--- config.mk ---
export PLATFORM = sky130hd
export DESIGN_NAME = rvfi_cover_stats
export DESIGN_NICKNAME = d
export VERILOG_FILES = /design/src/rtl/rvfi_cover_stats.sv
export SDC_FILE = /design/constraint.sdc
export NUM_CORES = 1
export LEC_CHECK = 0
export BUFFER_PORTS_ARGS = -buffer_cell sky130_fd_sc_hd__buf_2
export CAP_MARGIN = 5
export CORE_ASPECT_RATIO = 0.5
export CORE_MARGIN = 5
export CORE_UTILIZATION = 45
export DETAILED_ROUTE_END_ITERATION = 6
export PLACE_DENSITY = 0.7
export SYNTH_ARGS = -nofsm -noshare
export SYNTH_HDL_FRONTEND = slang
export SYNTH_SLANG_ARGS = --single-unit
--- constraint.sdc ---
create_clock -name clock -period 2.75 [get_ports clock]
set_input_delay 0.55 -clock clock [delete_from_list [all_inputs] [get_ports clock]]
set_output_delay 0.55 -clock clock [all_outputs]
set_load 0.005 [all_outputs]
--- src/rtl/rvfi_cover_stats.sv ---
// Retirement statistics for RVFI cover runs: saturating counters, burst/gap tracking, freeze on check.
// Optional rollback accounting is compiled in with RISCV_FORMAL_COVER_ROLLBACK_EN.
module rvfi_cover_stats #(
  parameter int unsigned NRET  = 1,
  parameter int unsigned CNT_W = 16,
  parameter int unsigned GAP_W = 8
) (
  input  logic             clock,
  input  logic             reset,
  input  logic             check,
  input  logic [NRET-1:0]  rvfi_valid,
  input  logic [NRET-1:0]  rvfi_trap,
  input  logic [NRET-1:0]  rvfi_intr,
`ifdef RISCV_FORMAL_COVER_ROLLBACK_EN
  input  logic             rvfi_rollback_valid,
  output logic [CNT_W-1:0] cnt_rollback,
  output logic [CNT_W-1:0] arb_cnt_insns,
  output logic [CNT_W-1:0] arb_cnt_trap,
  output logic [CNT_W-1:0] arb_cnt_intr,
  output logic [CNT_W-1:0] arb_cnt_norm,
`endif
  output logic [CNT_W-1:0] cnt_insns,
  output logic [CNT_W-1:0] cnt_trap,
  output logic [CNT_W-1:0] cnt_intr,
  output logic [CNT_W-1:0] cnt_norm,
  output logic [CNT_W-1:0] cnt_multi,
  output logic [GAP_W-1:0] max_burst,
  output logic [GAP_W-1:0] max_gap,
  output logic [GAP_W-1:0] cur_run,
  output logic [1:0]       state
);

  localparam logic [1:0] IDLE  = 2'd0;
  localparam logic [1:0] RUN   = 2'd1;
  localparam logic [1:0] STALL = 2'd2;
  localparam logic [1:0] DONE  = 2'd3;

  localparam int unsigned SW  = $clog2(NRET + 1);
  localparam int unsigned CW1 = CNT_W + 1;

  logic [SW-1:0]    sum_v, sum_t, sum_i, sum_n;
  logic             any, multi;
  logic [1:0]       nxt_state;
  logic [GAP_W-1:0] nxt_run;

  // Add at CNT_W+1 bits so overflow is visible and clamps to all-ones.
  function automatic logic [CNT_W-1:0] sat_add(input logic [CNT_W-1:0] a, input logic [SW-1:0] b);
    logic [CNT_W:0] s;
    s = {1'b0, a} + CW1'(b);
    return s[CNT_W] ? '1 : s[CNT_W-1:0];
  endfunction

  function automatic logic [CNT_W-1:0] sat_inc(input logic [CNT_W-1:0] a);
    return (&a) ? a : a + CNT_W'(1);
  endfunction

  function automatic logic [GAP_W-1:0] run_inc(input logic [GAP_W-1:0] r);
    return (&r) ? r : r + GAP_W'(1);
  endfunction

  always_comb begin
    sum_v = '0;
    sum_t = '0;
    sum_i = '0;
    sum_n = '0;
    for (int unsigned k = 0; k < NRET; k++) begin
      sum_v = sum_v + SW'(rvfi_valid[k]);
      sum_t = sum_t + SW'(rvfi_valid[k] & rvfi_trap[k]);
      sum_i = sum_i + SW'(rvfi_valid[k] & rvfi_intr[k]);
      sum_n = sum_n + SW'(rvfi_valid[k] & ~rvfi_trap[k] & ~rvfi_intr[k]);
    end
    any   = (sum_v != '0);
    multi = (sum_v >= SW'(2));
  end

  always_comb begin
    nxt_state = state;
    nxt_run   = cur_run;
    case (state)
      IDLE: begin
        if (any) begin
          nxt_state = RUN;
          nxt_run   = GAP_W'(1);
        end
      end
      RUN: begin
        if (any) begin
          nxt_run = run_inc(cur_run);
        end else begin
          nxt_state = STALL;
          nxt_run   = GAP_W'(1);
        end
      end
      STALL: begin
        if (!any) begin
          nxt_run = run_inc(cur_run);
        end else begin
          nxt_state = RUN;
          nxt_run   = GAP_W'(1);
        end
      end
      default: ;
    endcase
`ifdef RISCV_FORMAL_COVER_ROLLBACK_EN
    if (rvfi_rollback_valid && (state == RUN || state == STALL)) begin
      nxt_state = STALL;
      nxt_run   = GAP_W'(1);
    end
`endif
    // check wins over every run transition; the run length is frozen as it stands.
    if (check) begin
      nxt_state = DONE;
      nxt_run   = cur_run;
    end
  end

  always_ff @(posedge clock) begin
    if (reset) begin
      cnt_insns <= '0;
      cnt_trap  <= '0;
      cnt_intr  <= '0;
      cnt_norm  <= '0;
      cnt_multi <= '0;
      max_burst <= '0;
      max_gap   <= '0;
      cur_run   <= '0;
      state     <= IDLE;
    end else if (state != DONE) begin
      cnt_insns <= sat_add(cnt_insns, sum_v);
      cnt_trap  <= sat_add(cnt_trap, sum_t);
      cnt_intr  <= sat_add(cnt_intr, sum_i);
      cnt_norm  <= sat_add(cnt_norm, sum_n);
      if (multi) begin
        cnt_multi <= sat_inc(cnt_multi);
      end
      if (nxt_state == RUN && nxt_run > max_burst) begin
        max_burst <= nxt_run;
      end
      if (nxt_state == STALL && nxt_run > max_gap) begin
        max_gap <= nxt_run;
      end
      cur_run <= nxt_run;
      state   <= nxt_state;
    end
  end

`ifdef RISCV_FORMAL_COVER_ROLLBACK_EN
  // arb_* gate on the registered rollback count, so the first rollback cycle is excluded.
  always_ff @(posedge clock) begin
    if (reset) begin
      cnt_rollback  <= '0;
      arb_cnt_insns <= '0;
      arb_cnt_trap  <= '0;
      arb_cnt_intr  <= '0;
      arb_cnt_norm  <= '0;
    end else if (state != DONE) begin
      if (rvfi_rollback_valid) begin
        cnt_rollback <= sat_inc(cnt_rollback);
      end
      if (cnt_rollback != '0) begin
        arb_cnt_insns <= sat_add(arb_cnt_insns, sum_v);
        arb_cnt_trap  <= sat_add(arb_cnt_trap, sum_t);
        arb_cnt_intr  <= sat_add(arb_cnt_intr, sum_i);
        arb_cnt_norm  <= sat_add(arb_cnt_norm, sum_n);
      end
    end
  end
`endif

endmodule

* Word level (Yosys, flattened, before mapping)
Cells that the tools add are included.
** Storage, ports and cells
- Bits in registers :: 106
- Logic and storage cells :: 53
- Input port bits :: 6
- Output and inout bits :: 106
** Operators by class
- Magnitude comparators :: 3
- Add/subtract/negate cells :: 6
- Reductions and logical operators :: 9
- Mux-type cells :: 14
- Bitwise logic cells :: 7
- Equal/unequal tests :: 5
** Operators with widths (number)
- adder 16 x 1 -> 17 bit :: 4
- two-way mux 16 bit :: 4
- two-way mux 8 bit :: 5
- case mux 8 bit (3 select lines) :: 1
- adder 16 x 1 -> 16 bit, second input constant :: 1
- greater-than comparator 8 bit :: 2
- AND reduction 16 bit :: 1
- adder 8 x 1 -> 8 bit, second input constant :: 1
- AND reduction 8 bit :: 1
- two-way mux 2 bit :: 3
- bitwise AND 1 bit :: 4
- equality test 2 x 1 -> 1 bit, second input constant :: 2
- equality test 2 bit, second input constant :: 2
- case mux 2 bit (2 select lines) :: 1
- AND reduction 2 bit :: 2
- inverter 1 bit :: 3
- AND reduction 3 bit :: 1
- logical AND 1 bit :: 2
- logical NOT 2 bit :: 1
- != test 2 bit, second input constant :: 1
- OR reduction 2 bit :: 1
- greater-or-equal comparator 1 bit, second input constant :: 1

* Logic depth before layout (Yosys ltp)
- Depth in word-level cells :: 8
- Depth in mapped cells :: 12
- Mapped depth without buffers :: 12

* Worst setup path after synthesis
OpenSTA, ideal clock, no wires.
- Path type :: input to register
- Start point :: input rvfi_valid
- End point :: register max_gap[6]
- Required time :: 2.664 ns
- Slack :: -0.049 ns
- Stages on the path :: 11
- Library setup time :: 0.086 ns
- Arrival time :: 2.713 ns
- Cells stage by stage :: nor4b_2 > nor2_4 > a31o_2 > o2bb2ai_1 > inv_1 > ha_1 > a211o_1 > a21oi_1 > and3_1 > nor2_1 > a211oi_1
** On the way
- Longest elaborated chain between the ends :: 6
** RTL lines
- from (decl) :: line 11 : input logic [NRET-1:0] rvfi_valid,
- two-way mux 8 bit, on equally long branches :: line 95, 81, 87
- case mux 8 bit (3 select lines) * :: line 79 : case (state)
- two-way mux 8 bit * :: line 111 : if (check) begin
- via nxt_run[5] :: line 44 : logic [GAP_W-1:0] nxt_run;
- greater-than comparator 8 bit * :: line 139 : if (nxt_state == STALL && nxt_run > max_gap) begin
- logical AND 1 bit * :: line 139
- AND reduction 2 bit (no source line) *
- to (signal assigned) :: line 140 : max_gap <= nxt_run;
- to (decl) :: line 28 : output logic [GAP_W-1:0] max_gap,
The timed path passes the listed nets; every way through them passes the cells marked *.
A chain may end at the register's enable or synchronous reset.

* Worst setup path in the final report
- Start point :: register cur_run[1]
- End point :: register max_gap[5]
** On the way
- Longest elaborated chain between the ends :: 8
** RTL lines
- from (decl) :: line 29 : output logic [GAP_W-1:0] cur_run,
- from (signal assigned) :: line 142 : cur_run <= nxt_run;
- adder 8 x 1 -> 8 bit or AND reduction 8 bit (tied branches) :: line 58 : return (&r) ? r : r + GAP_W'(1);
- two-way mux 8 bit * :: line 58
- two-way mux 8 bit, on equally long branches :: line 95, 87
- case mux 8 bit (3 select lines) * :: line 79
- two-way mux 8 bit * :: line 111
- via nxt_run[5] :: line 44
- greater-than comparator 8 bit :: line 139
- logical AND 1 bit :: line 139
- AND reduction 2 bit (no source line)
Marks and branches as above.

==> metrics.txt <==
outcome finished clean; placed cell count 934; Synth Net Count 671; # diodes 0; sequential area share after synthesis 0.390; Crit. path cell count 12; RSZ-0062 raised after global routing true; Total GRT Usage 0.199; Distinct cells, synth 61; Worst Setup SP cur_run[1]; CTS Sinks 106; CTS tree done; Nets 816; latest clock arrival within the worst-skew pair 0.35 ns; Setup Viol. Count Final 0; RR Startpoint cur_run[1]; Tot Pwr 3330 uW; Worst Path Buf+Inv 1; Starting Density 0.461; number of synthesized flops with an enable pin 0; Relative slew margins 0.360; H-tree Lvls 3; Area growth, synth to finish 26.9%; row cnt 28; die width 165 um; first-pass GRT wire length 23600 um; CP dominant cell by count ha_4; TritonRoute pass-1 iters 6; Crit path max-delay family compound AO/OA/AOI/OAI gates; final hold vios 0; flop and latch count out of synthesis 106; die area 0.0145 mm^2; register clock-pin slew on the reported worst setup and hold paths 0.07 ns; Ports 112; YS warnings 0; HP Start max_burst[3]; Non-Filler Instances 953; Slew @ Worst Pin 0.960 ns; LEAKAGE 0.00294 uW; crit path max-delay cell type dfxtp_2; crit path DAT 2.94 ns; pins over their slew limit 0; Main synth FF type dfxtp_1; maximum root-to-sink buffer count 2; clk_skew 0.00853 ns; drt initial violations 325; crit-path cells ha_4, and4_4, nand2_1, a31o_2, o2bb2ai_1, inv_1, ha_4, a211o_1, a21oi_4, nand3_1, nand3_2, o22ai_1; mean post-synth cell area 8.51 um^2; RR Endpoint max_gap[5]; placer congestion estimate 0.914; Peak VDD IR 0.287 mV; Setup CP Type register to register; netlist area before placement 0.00544 mm^2; Pwr Density 483 mW/mm^2; Critical Path End Type register; dpl hpwl 10500 um; Mapped Cells 639; via count 5289; min Tclk post-route 2.71 ns; Post-CTS Hold Fix Bufs 0; CP peak stage delay 0.36 ns; reg2reg path depth 12; worst endpoint required time 2.98 ns; maxcap violations 0; Root Driver clkbuf_16; R2R setup slack 0.04 ns; worst hold path type register to register; ys async rst share 0; Routed WL 14700 um; largest net degree at the start of global routing 86; CTS buffer count 9; vias in the first global route 4803; Critical Path Fanout Max 5; DR vias/cell 5.55; final antenna-violating net count 0; FMAX 0.369 GHz; DR WL/cell 15.5 um; initial antenna violation count 0; fin crit share 0.985; IO Port Bufs 111; critical path launch point type register; Vert. Die Dim 87.7 um; DRC violation count after routing 0; layout cells sized above 1 0.282; remaining global-route overflow 0; core box area 0.0118 mm^2; crit path to max_gap[5]
synthesized netlist by cell type (all sizes together), types with 9 or more instances:
library cell	instances	area, um^2
dfxtp	106	2120
nor2	63	246
a21oi	54	270
nand2	47	176
nor3	41	245
nand3	33	165
inv	32	120
ha	26	325
xor2	23	201
xnor2	21	184
nand4	19	125
clkbuf	16	60.1
o21ai	14	70.1
a31oi	13	81.3
and3	13	81.3
a211oi	12	90.1
o22ai	11	68.8
and2	9	56.3
through the flow:
stage / util / setup TNS [ns] / hold slack, ns / instance area, um^2 / worst slack [ns]
global placement: 0.544 / -2.44 / 0.469 / 6420 / -0.183
CTS: 0.572 / 0 / 0.489 / 6760 / 0.00780
finish: 0.585 / 0 / 0.490 / 6900 / 0.0406
detailed placement: 0.544 / -3.49 / 0.482 / 6420 / -0.259
global route: 0.585 / -0.230 / 0.506 / 6900 / -0.0429
floorplan: - / -0.0270 / 0.475 / 5450 / -0.0270
how the worst min path moves through the flow:
stage	to	cells past startpoint
2_1_floorplan	max_burst[5]	2
3_3_place_gp	max_gap[5]	2
3_5_place_dp	max_gap[7]	2
4_1_cts	max_burst[2]	2
5_1_grt	max_gap[7]	2
6_report	max_burst[3]	2
power breakdown:
group / switching, uW / internal, uW
Clock: 587 / 825
Sequential: 32.4 / 1560
Combinational: 181 / 144
Total: 800 / 2530
cell type report:
type                       instances  area (um^2)
tap                              165          206
inverter                          32          120
timing repair buffer             156          893
clock inverter                     5         85.1
fill                            1105         4900
clock buffer                      10          239
sequential                       106         2130
multi-input combinational        479         3230
per-layer routing:
| layer | vias up | wire [um] | GRT usage |
|---|---|---|---|
| met1 | 2515 | 6880 | 0.263 |
| met4 | 0 | 158 | 0.0501 |
| met5 | - | 0 | 0 |
| met2 | 147 | 6850 | 0.330 |
| met3 | 17 | 860 | 0.0508 |
| li1 | 2610 | - | - |
kinds of logic after synthesis:
family / Yosys count / synth area share
AND/OR/NAND/NOR: 262 / 0.261
AO/OA/AOI/OAI: 142 / 0.169
flip-flops: 106 / 0.390
buffers and inverters: 55 / 0.0423
XOR/XNOR: 44 / 0.0709
adder cells (fa/ha/maj): 27 / 0.0617
multiplexers: 3 / 0.00552
cell usage in the layout, fill, tap and decap left out, types with 5 or more instances in the layout:
cell type  synthesis  layout
buf_2              4     111
dfxtp_1          106     101
nor2_1            61      58
a21oi_1           54      52
nand2_1           47      47
buf_4              1      45
nor3_1            33      32
inv_1             32      32
nand3_1           33      31
ha_1              26      24
xor2_1            23      23
xnor2_1           21      21
nand4_1           18      18
a31oi_1           13      13
o21ai_0           13      12
and3_1            13      12
a211oi_1          12      11
and2_1             9       9
o22ai_1           11       9
nor3_2             8       9
clkbuf_16          0       9
o221a_2            5       5
and4_1             6       5
o211ai_1           5       5
o21a_1             5       5
worst reg2reg max path, stage by stage, from the launching register on:
cell and delay (ns):
dfxtp_2 0.36, ha_4 0.15, and4_4 0.25, nand2_1 0.09
a31o_2 0.24, o2bb2ai_1 0.13, inv_1 0.12, ha_4 0.21
a211o_1 0.33, a21oi_4 0.21, nand3_1 0.19, nand3_2 0.20
o22ai_1 0.11
state kept, by name, indices dropped and copies added, names as in the netlist:
signal     flops
cnt_norm      16
max_gap        8
cnt_insns     16
cnt_intr      16
cur_run        8
state          2
max_burst      8
cnt_trap      16
cnt_multi     16
what timing repair did:
item,4_1_cts,5_1_grt
pin swaps,2,14
gates cloned,0,1
buffers inserted,0,3
gates resized for setup,5,27
endpoints found under the setup margin,11,16
No activity file was read; power rests on OpenSTA's default activity.
